[config.mk]
export PLATFORM = sky130hd
export DESIGN_NAME = pipe_stage_latch_flat
export DESIGN_NICKNAME = d
export VERILOG_FILES = /design/src/rtl/pipe_stage_latch_if.sv /design/src/rtl/pipe_stage_latch.sv /design/src/flat_wrapper.sv
export SDC_FILE = /design/constraint.sdc
export NUM_CORES = 1
export LEC_CHECK = 0
export BUFFER_PORTS_ARGS = -buffer_cell sky130_fd_sc_hd__buf_2
export CELL_PAD_IN_SITES_DETAIL_PLACEMENT = 0
export CELL_PAD_IN_SITES_GLOBAL_PLACEMENT = 1
export CORE_ASPECT_RATIO = 0.8
export CORE_MARGIN = 3
export CORE_UTILIZATION = 39
export CTS_CLUSTER_SIZE = 12
export DETAILED_ROUTE_END_ITERATION = 16
export PLACE_DENSITY = 0.73
export SLEW_MARGIN = 15
export SYNTH_ARGS = -nofsm -noshare
export SYNTH_HDL_FRONTEND = slang
export SYNTH_SLANG_ARGS = --single-unit
[constraint.sdc]
create_clock -name i_clk -period 2.5 [get_ports i_clk]
set_clock_uncertainty 0.05 [all_clocks]
set_input_delay 0.5 -clock i_clk [delete_from_list [all_inputs] [get_ports i_clk]]
set_output_delay 0.5 -clock i_clk [all_outputs]
set_load 0.05 [all_outputs]
[src/rtl/pipe_stage_latch_if.sv]
`default_nettype none
// ============================================================================
// Module   : pipe_stage_latch_if
// Brief    : Upstream/downstream valid-ready bus of a pipeline stage latch.
// Revision : 1.0
// ============================================================================
interface pipe_stage_latch_if #(
    parameter int NB_DATA = 32,
    parameter int NB_PC   = 6
) ();
    logic               i_valid;
    logic [NB_PC-1:0]   i_pc;
    logic [NB_DATA-1:0] i_data;
    logic               o_ready;
    logic               o_valid;
    logic [NB_PC-1:0]   o_pc;
    logic [NB_DATA-1:0] o_data;
    logic               i_ready;

    // master: the environment around the latch (producer and consumer)
    modport master (
        output i_valid, i_pc, i_data, i_ready,
        input  o_ready, o_valid, o_pc, o_data
    );

    modport slave (
        input  i_valid, i_pc, i_data, i_ready,
        output o_ready, o_valid, o_pc, o_data
    );
endinterface
`default_nettype wire

[src/rtl/pipe_stage_latch.sv]
`default_nettype none
// ============================================================================
// Module   : pipe_stage_latch
// Brief    : Generic pipeline-stage latch with 2-entry skid buffer, flush,
//            step credits, EOF halt, retire counter and debug snapshot.
// Revision : 1.0
// ============================================================================
module pipe_stage_latch #(
    parameter int                 NB_DATA     = 32,
    parameter int                 NB_PC       = 6,
    parameter int                 NB_STEP     = 8,
    parameter int                 NB_CNT      = 16,
    parameter logic [NB_DATA-1:0] EOF_PATTERN = 32'h69656F66,
    parameter int                 DBG_SIZE    = NB_DATA + NB_PC + 5
) (
    input  wire logic                i_clk,
    input  wire logic                i_reset_n,
    pipe_stage_latch_if.slave        bus,
    input  wire logic                i_flush,
    input  wire logic [1:0]          i_mode,
    input  wire logic                i_step_pulse,
    input  wire logic [NB_STEP-1:0]  i_step_count,
    input  wire logic                i_clear_halt,
    output logic                     o_eof,
    output logic                     o_halted,
    output logic [NB_STEP-1:0]       o_step_credit,
    output logic [NB_CNT-1:0]        o_retired,
    output logic [DBG_SIZE-1:0]      o_dbg_data
);

    localparam logic [1:0] c_MODE_CONT = 2'b01;
    localparam logic [1:0] c_MODE_STEP = 2'b11;

    logic                main_valid_q, main_valid_d;
    logic [NB_PC-1:0]    main_pc_q,    main_pc_d;
    logic [NB_DATA-1:0]  main_data_q,  main_data_d;
    logic                main_eof_q,   main_eof_d;
    logic                skid_valid_q, skid_valid_d;
    logic [NB_PC-1:0]    skid_pc_q,    skid_pc_d;
    logic [NB_DATA-1:0]  skid_data_q,  skid_data_d;
    logic                skid_eof_q,   skid_eof_d;
    logic                halted_q,     halted_d;
    logic [NB_STEP-1:0]  credit_q,     credit_d;
    logic [NB_CNT-1:0]   retired_q,    retired_d;
    logic [DBG_SIZE-1:0] dbg_q,        dbg_d;

    logic               w_enable;
    logic               w_accept;
    logic               w_step_acc;
    logic               w_in_eof;
    logic               w_out_fire;
    logic [NB_STEP-1:0] w_load;

    assign w_in_eof   = (bus.i_data == EOF_PATTERN);
    assign w_enable   = !halted_q && ((i_mode == c_MODE_CONT) ||
                                      ((i_mode == c_MODE_STEP) && (credit_q != '0)));
    assign w_accept   = bus.i_valid && !skid_valid_q && w_enable && !i_flush;
    assign w_step_acc = w_accept && (i_mode == c_MODE_STEP);
    assign w_out_fire = main_valid_q && bus.i_ready && !i_flush;
    assign w_load     = (i_step_count == '0) ? NB_STEP'(1) : i_step_count;

    always_comb begin
        main_valid_d = main_valid_q;
        main_pc_d    = main_pc_q;
        main_data_d  = main_data_q;
        main_eof_d   = main_eof_q;
        skid_valid_d = skid_valid_q;
        skid_pc_d    = skid_pc_q;
        skid_data_d  = skid_data_q;
        skid_eof_d   = skid_eof_q;
        halted_d     = halted_q;
        credit_d     = credit_q;
        retired_d    = retired_q;
        dbg_d        = dbg_q;

        // Flush dominates the skid move and the downstream handshake.
        if (i_flush) begin
            main_valid_d = 1'b0;
            main_pc_d    = '0;
            main_data_d  = '0;
            main_eof_d   = 1'b0;
            skid_valid_d = 1'b0;
        end else if (skid_valid_q) begin
            // A valid skid implies main is valid; it refills main on handshake.
            if (bus.i_ready) begin
                main_valid_d = 1'b1;
                main_pc_d    = skid_pc_q;
                main_data_d  = skid_data_q;
                main_eof_d   = skid_eof_q;
                skid_valid_d = 1'b0;
            end
        end else if (w_accept) begin
            if (!main_valid_q || bus.i_ready) begin
                main_valid_d = 1'b1;
                main_pc_d    = bus.i_pc;
                main_data_d  = bus.i_data;
                main_eof_d   = w_in_eof;
            end else begin
                skid_valid_d = 1'b1;
                skid_pc_d    = bus.i_pc;
                skid_data_d  = bus.i_data;
                skid_eof_d   = w_in_eof;
            end
        end else if (w_out_fire) begin
            main_valid_d = 1'b0;
        end

        if (w_accept && w_in_eof) begin
            halted_d = 1'b1;
        end else if (i_clear_halt) begin
            halted_d = 1'b0;
        end

        if (i_step_pulse) begin
            credit_d = w_load - {{(NB_STEP-1){1'b0}}, w_step_acc};
        end else if (w_step_acc && (credit_q != '0)) begin
            credit_d = credit_q - NB_STEP'(1);
        end

        if (w_out_fire) begin
            retired_d = retired_q + NB_CNT'(1);
        end

        if (w_accept || i_flush) begin
            dbg_d = {halted_q, w_in_eof, i_mode, i_flush, bus.i_pc, bus.i_data};
        end
    end

    always_ff @(posedge i_clk or negedge i_reset_n) begin
        if (!i_reset_n) begin
            main_valid_q <= 1'b0;
            main_pc_q    <= '0;
            main_data_q  <= '0;
            main_eof_q   <= 1'b0;
            skid_valid_q <= 1'b0;
            skid_pc_q    <= '0;
            skid_data_q  <= '0;
            skid_eof_q   <= 1'b0;
            halted_q     <= 1'b0;
            credit_q     <= '0;
            retired_q    <= '0;
            dbg_q        <= '0;
        end else begin
            main_valid_q <= main_valid_d;
            main_pc_q    <= main_pc_d;
            main_data_q  <= main_data_d;
            main_eof_q   <= main_eof_d;
            skid_valid_q <= skid_valid_d;
            skid_pc_q    <= skid_pc_d;
            skid_data_q  <= skid_data_d;
            skid_eof_q   <= skid_eof_d;
            halted_q     <= halted_d;
            credit_q     <= credit_d;
            retired_q    <= retired_d;
            dbg_q        <= dbg_d;
        end
    end

    assign bus.o_ready    = !skid_valid_q;
    assign bus.o_valid    = main_valid_q;
    assign bus.o_pc       = main_pc_q;
    assign bus.o_data     = main_data_q;
    assign o_eof          = main_valid_q && main_eof_q;
    assign o_halted       = halted_q;
    assign o_step_credit  = credit_q;
    assign o_retired      = retired_q;
    assign o_dbg_data     = dbg_q;

endmodule
`default_nettype wire

[src/flat_wrapper.sv]
// flat-port wrapper written by rule: the top's interface ports become plain ports
module pipe_stage_latch_flat 
#(
    parameter int                 NB_DATA     = 32,
    parameter int                 NB_PC       = 6,
    parameter int                 NB_STEP     = 8,
    parameter int                 NB_CNT      = 16,
    parameter logic [NB_DATA-1:0] EOF_PATTERN = 32'h69656F66,
    parameter int                 DBG_SIZE    = NB_DATA + NB_PC + 5
)
  (i_clk, i_reset_n, i_flush, i_mode, i_step_pulse, i_step_count, i_clear_halt, o_eof, o_halted, o_step_credit, o_retired, o_dbg_data, bus_i_valid, bus_i_pc, bus_i_data, bus_i_ready, bus_o_ready, bus_o_valid, bus_o_pc, bus_o_data);
  pipe_stage_latch_if #(.NB_DATA(NB_DATA), .NB_PC(NB_PC)) bus_i ();
  input  wire logic i_clk;
  input  wire logic i_reset_n;
  input  wire logic i_flush;
  input  wire logic [1:0] i_mode;
  input  wire logic i_step_pulse;
  input  wire logic [NB_STEP-1:0] i_step_count;
  input  wire logic i_clear_halt;
  output logic o_eof;
  output logic o_halted;
  output logic [NB_STEP-1:0] o_step_credit;
  output logic [NB_CNT-1:0] o_retired;
  output logic [DBG_SIZE-1:0] o_dbg_data;
  input wire logic [$bits(bus_i.i_valid)-1:0] bus_i_valid;
  input wire logic [$bits(bus_i.i_pc)-1:0] bus_i_pc;
  input wire logic [$bits(bus_i.i_data)-1:0] bus_i_data;
  input wire logic [$bits(bus_i.i_ready)-1:0] bus_i_ready;
  output wire logic [$bits(bus_i.o_ready)-1:0] bus_o_ready;
  output wire logic [$bits(bus_i.o_valid)-1:0] bus_o_valid;
  output wire logic [$bits(bus_i.o_pc)-1:0] bus_o_pc;
  output wire logic [$bits(bus_i.o_data)-1:0] bus_o_data;
  assign bus_i.i_valid = bus_i_valid;
  assign bus_i.i_pc = bus_i_pc;
  assign bus_i.i_data = bus_i_data;
  assign bus_i.i_ready = bus_i_ready;
  assign bus_o_ready = bus_i.o_ready;
  assign bus_o_valid = bus_i.o_valid;
  assign bus_o_pc = bus_i.o_pc;
  assign bus_o_data = bus_i.o_data;
  pipe_stage_latch #(.NB_DATA(NB_DATA), .NB_PC(NB_PC), .NB_STEP(NB_STEP), .NB_CNT(NB_CNT), .EOF_PATTERN(EOF_PATTERN), .DBG_SIZE(DBG_SIZE)) u_core (.i_clk(i_clk), .i_reset_n(i_reset_n), .bus(bus_i), .i_flush(i_flush), .i_mode(i_mode), .i_step_pulse(i_step_pulse), .i_step_count(i_step_count), .i_clear_halt(i_clear_halt), .o_eof(o_eof), .o_halted(o_halted), .o_step_credit(o_step_credit), .o_retired(o_retired), .o_dbg_data(o_dbg_data));
endmodule
==> reports/metrics.yaml <==
worst_setup_path:
  ff2ff_path_depth: 9
  endpoint: "u_core.o_step_credit[4]"
  crit-reg2reg-capture: "u_core.o_step_credit[4]"
  r2r-start: "u_core.o_step_credit[4]"
  worst_path_most_repeated_cell: "ha_1"
  r2r_slack_ps: 110
  path_max_fanout: 5
  critPathKind: "register to register"
  cp.required_ps: 2760
  max_stage_delay_ps: 670
  critPathLaunchType: "register"
  end_kind: "register"
  crit_chain: "or4_1 -> nor2_4 -> nor2_1 -> ha_1 -> ha_1 -> nor3b_1 -> xnor2_1 -> nand2_1 -> o31a_1"
  crit_path_start: "u_core.o_step_credit[4]"
  critPathArrivalTime_ps: 2650
  crit_slowest_cell: "or4_1"
drt:
  dr_wl_met2_mm: 7.21
  avgViaCountPerCell: 5.23
  post_drt_wl_per_cell_um: 18.5
  final_antenna_net_count: 0
  initialDrtViolationCount: 229
  drt_first_pass_iters: 4
  wl_met3_mm: 1.04
  highest_layer: "met4"
  wl_mm: 16.6
  wl_met1_mm: 8.17
  vias: 4691
  drc: 0
layout:
  diodes: 0
  drive_above_1_share: 0.455
  fillerInstances: 1507
  fin_nets: 725
  areaGrowthSynthToFinish_pct: 25.7
die:
  die_w_um: 153
  die_h_um: 124
  die_area_um2: 19000
  coreArea_um2: 16800
  row_count: 42
  start_util: 0.404
  io_pins: 164
grt:
  grt-ovfl-total: 0
  grt_usage: 0.179
  antenna_found_initial: 0
  grt_pass1_vias: 4843
  grt_pass1_wl_mm: 26.6
  grt_max_degree: 46
synth:
  synth_edf_count: 0
  synth_ff_type: "dfrtp_1"
  synth_nets: 549
  synth_top_area_frac: 0.547
  syn-cell-area_um2: 6780
  synthTopCellsByArea: "dfrtp_1, mux2_4, mux2_2"
  syn_inst: 488
  synth_seq_cells: 148
  synthArstFlopShare: 1.00
  yosys.area.top_type: "dfrtp_1"
  avgSynthCellArea_um2: 13.9
  ys_warn_count: 0
  yosysSeqAreaShare: 0.547
  synth_cell_types: 54
status:
  status: "finished clean"
timing:
  max_freq_mhz: 418
  worst_pin_slew_ps: 779
  finalSetupTns_ps: 0
  slew_headroom: 0.481
  layout_min_cycle_time_ps: 2390
  period_share: 0.958
  setup_viol: 0
  rsz0062_at_grt: "no"
  hold_viol: 0
  hold-worst-slack_ps: 233
  maxSlewViolCount: 0
  setup_slack_ps: 106
power_and_ir_drop:
  p_switching_uw: 2040
  ir_worst_vdd_mv: 0.347
  p_per_area_nw_per_um2: 778
  power_frac_clock: 0.384
  power.internal_uw: 4590
  p_seq_frac: 0.422
  p_leak_uw: 0.00409
  swShare: 0.307
  p_total_uw: 6630
  comb_power_share: 0.194
clock_tree:
  clk_pin_slew_ps: 60
  cts.htree.levels: 4
  cts.sinks: 148
  post_cts_buffers: 0
  cts_buffer_depth: 2
  cts_buffers: 17
  cts-root-buf: "clkbuf_16"
  clk_latency_ps: 420
  cts_tree: "done"
placement:
  gp_congestion: 0.784
  io_buffers: 163
  dpl.hpwl_mm: 11.5
  pre_cts_ws_ps: 118
hold_path:
  hp-class: "primary input to register"
  worstHoldPathCells: 2
job:
  maxCapViolCount: 0
==> area by class of cell <==
cell class | instances | area [um^2] | share of cell area
well taps | 220 | 275 | 0.0323
clock inverters | 12 | 130 | 0.0153
repair buffers | 184 | 1080 | 0.127
inverters | 8 | 30.0 | 0.00353
multi-input cells | 305 | 2830 | 0.332
flip-flops and latches | 148 | 3710 | 0.436
clock buffers | 20 | 457 | 0.0536
==> cells in the mapped netlist (5+ instances only) <==
cell type / instances
a21oi_1: 5
nand4_1: 9
nor4_1: 5
xnor2_1: 14
mux2_2: 37
mux2_4: 39
o21ai_0: 6
o31a_1: 6
nor2_1: 9
inv_1: 8
clkbuf_1: 7
nand2_1: 16
nor4bb_1: 5
o2bb2ai_1: 38
mux2i_1: 41
nor3_1: 6
or4_1: 5
dfrtp_1: 148
buf_6: 6
ha_1: 6
nand3_1: 8
==> cells in the final DEF, fill, tap and decap left out, types with 6 or more instances in the layout <==
| cell | n |
|---|---|
| o31a_1 | 6 |
| mux2_4 | 39 |
| mux2i_1 | 41 |
| o2bb2ai_1 | 38 |
| o21ai_0 | 6 |
| inv_1 | 8 |
| nand2_1 | 16 |
| buf_12 | 8 |
| dfrtp_1 | 141 |
| buf_4 | 12 |
| nor2_1 | 8 |
| nand3_1 | 8 |
| xnor2_1 | 14 |
| ha_1 | 6 |
| buf_2 | 162 |
| nand4_1 | 9 |
| dfrtp_2 | 7 |
| nor3_1 | 6 |
| mux2_2 | 37 |
| clkbuf_16 | 17 |
==> per-stage QoR <==
stage,area (um^2),std cells,utilization
final,8520,897,0.508
after global routing,8520,897,0.508
after CTS,8520,897,0.508
after detailed placement,7920,864,0.473
after global placement,7920,864,0.473
after floorplan,6790,488,-
==> sequential cells by signal (all words and copies together) (netlist names) <==
register	count
u_core.skid_pc_q	6
u_core.main_eof_q	1
u_core.bus.o_valid	1
u_core.skid_valid_q	1
u_core.o_dbg_data	43
u_core.bus.o_data	32
u_core.bus.o_pc	6
u_core.skid_data_q	32
u_core.o_halted	1
u_core.skid_eof_q	1
u_core.o_retired	16
u_core.o_step_credit	8
==> what timing repair did <==
| action | in CTS | in global routing |
|---|---|---|
| hold buffers | 1 | 0 |
| endpoints found under the setup margin | 0 | 0 |
| endpoints found under the hold margin | 39 | 0 |
| resized for setup | 0 | 0 |
==> critical path: cells and delay by family (launching register included) <==
family | cells | cell delay, ps
adders and majority gates | 2 | 420
AOI/OAI and AO/OA | 1 | 110
and+or+nand+nor | 5 | 1140
DFF | 1 | 420
xor gates and xnor gates | 1 | 130
==> layer usage <==
| metal | track usage | up-vias |
|---|---|---|
| li1 | - | 2162 |
| met1 | 0.254 | 2375 |
| met2 | 0.267 | 139 |
| met3 | 0.0538 | 15 |
| met4 | 0.0541 | 0 |
| met5 | 0 | - |
==> worst min path at each step <==
stage	from	end	slack [ps]
2_1_floorplan	i_reset_n	u_core.bus.o_data[0]	150
3_3_place_gp	i_reset_n	u_core.o_retired[7]	400
3_5_place_dp	i_reset_n	u_core.o_retired[5]	410
4_1_cts	i_clear_halt	u_core.o_halted	220
5_1_grt	i_clear_halt	u_core.o_halted	230
6_report	i_clear_halt	u_core.o_halted	230
==> power groups by stage <==
stage               sequential (uW)  clock, uW  combinational (uW)
floorplan                      3310          0                 428
global placement               2820          0                1280
detailed placement             2840          0                1300
CTS                            2800       2600                1300
global route                   2830       2700                1370
finish                         2800       2540                1290
==> cell families (layout without fill, tap and decap cells) <==
family,after synthesis,count (layout),synth area share
buf+inv,35,224,0.0403
simple gates,90,90,0.0792
compound gates,71,71,0.0862
flops,148,148,0.547
fa+ha+maj,6,6,0.0111
xor+xnor,18,18,0.0233
mux,120,120,0.213
Power figures use the tool's default switching activity.
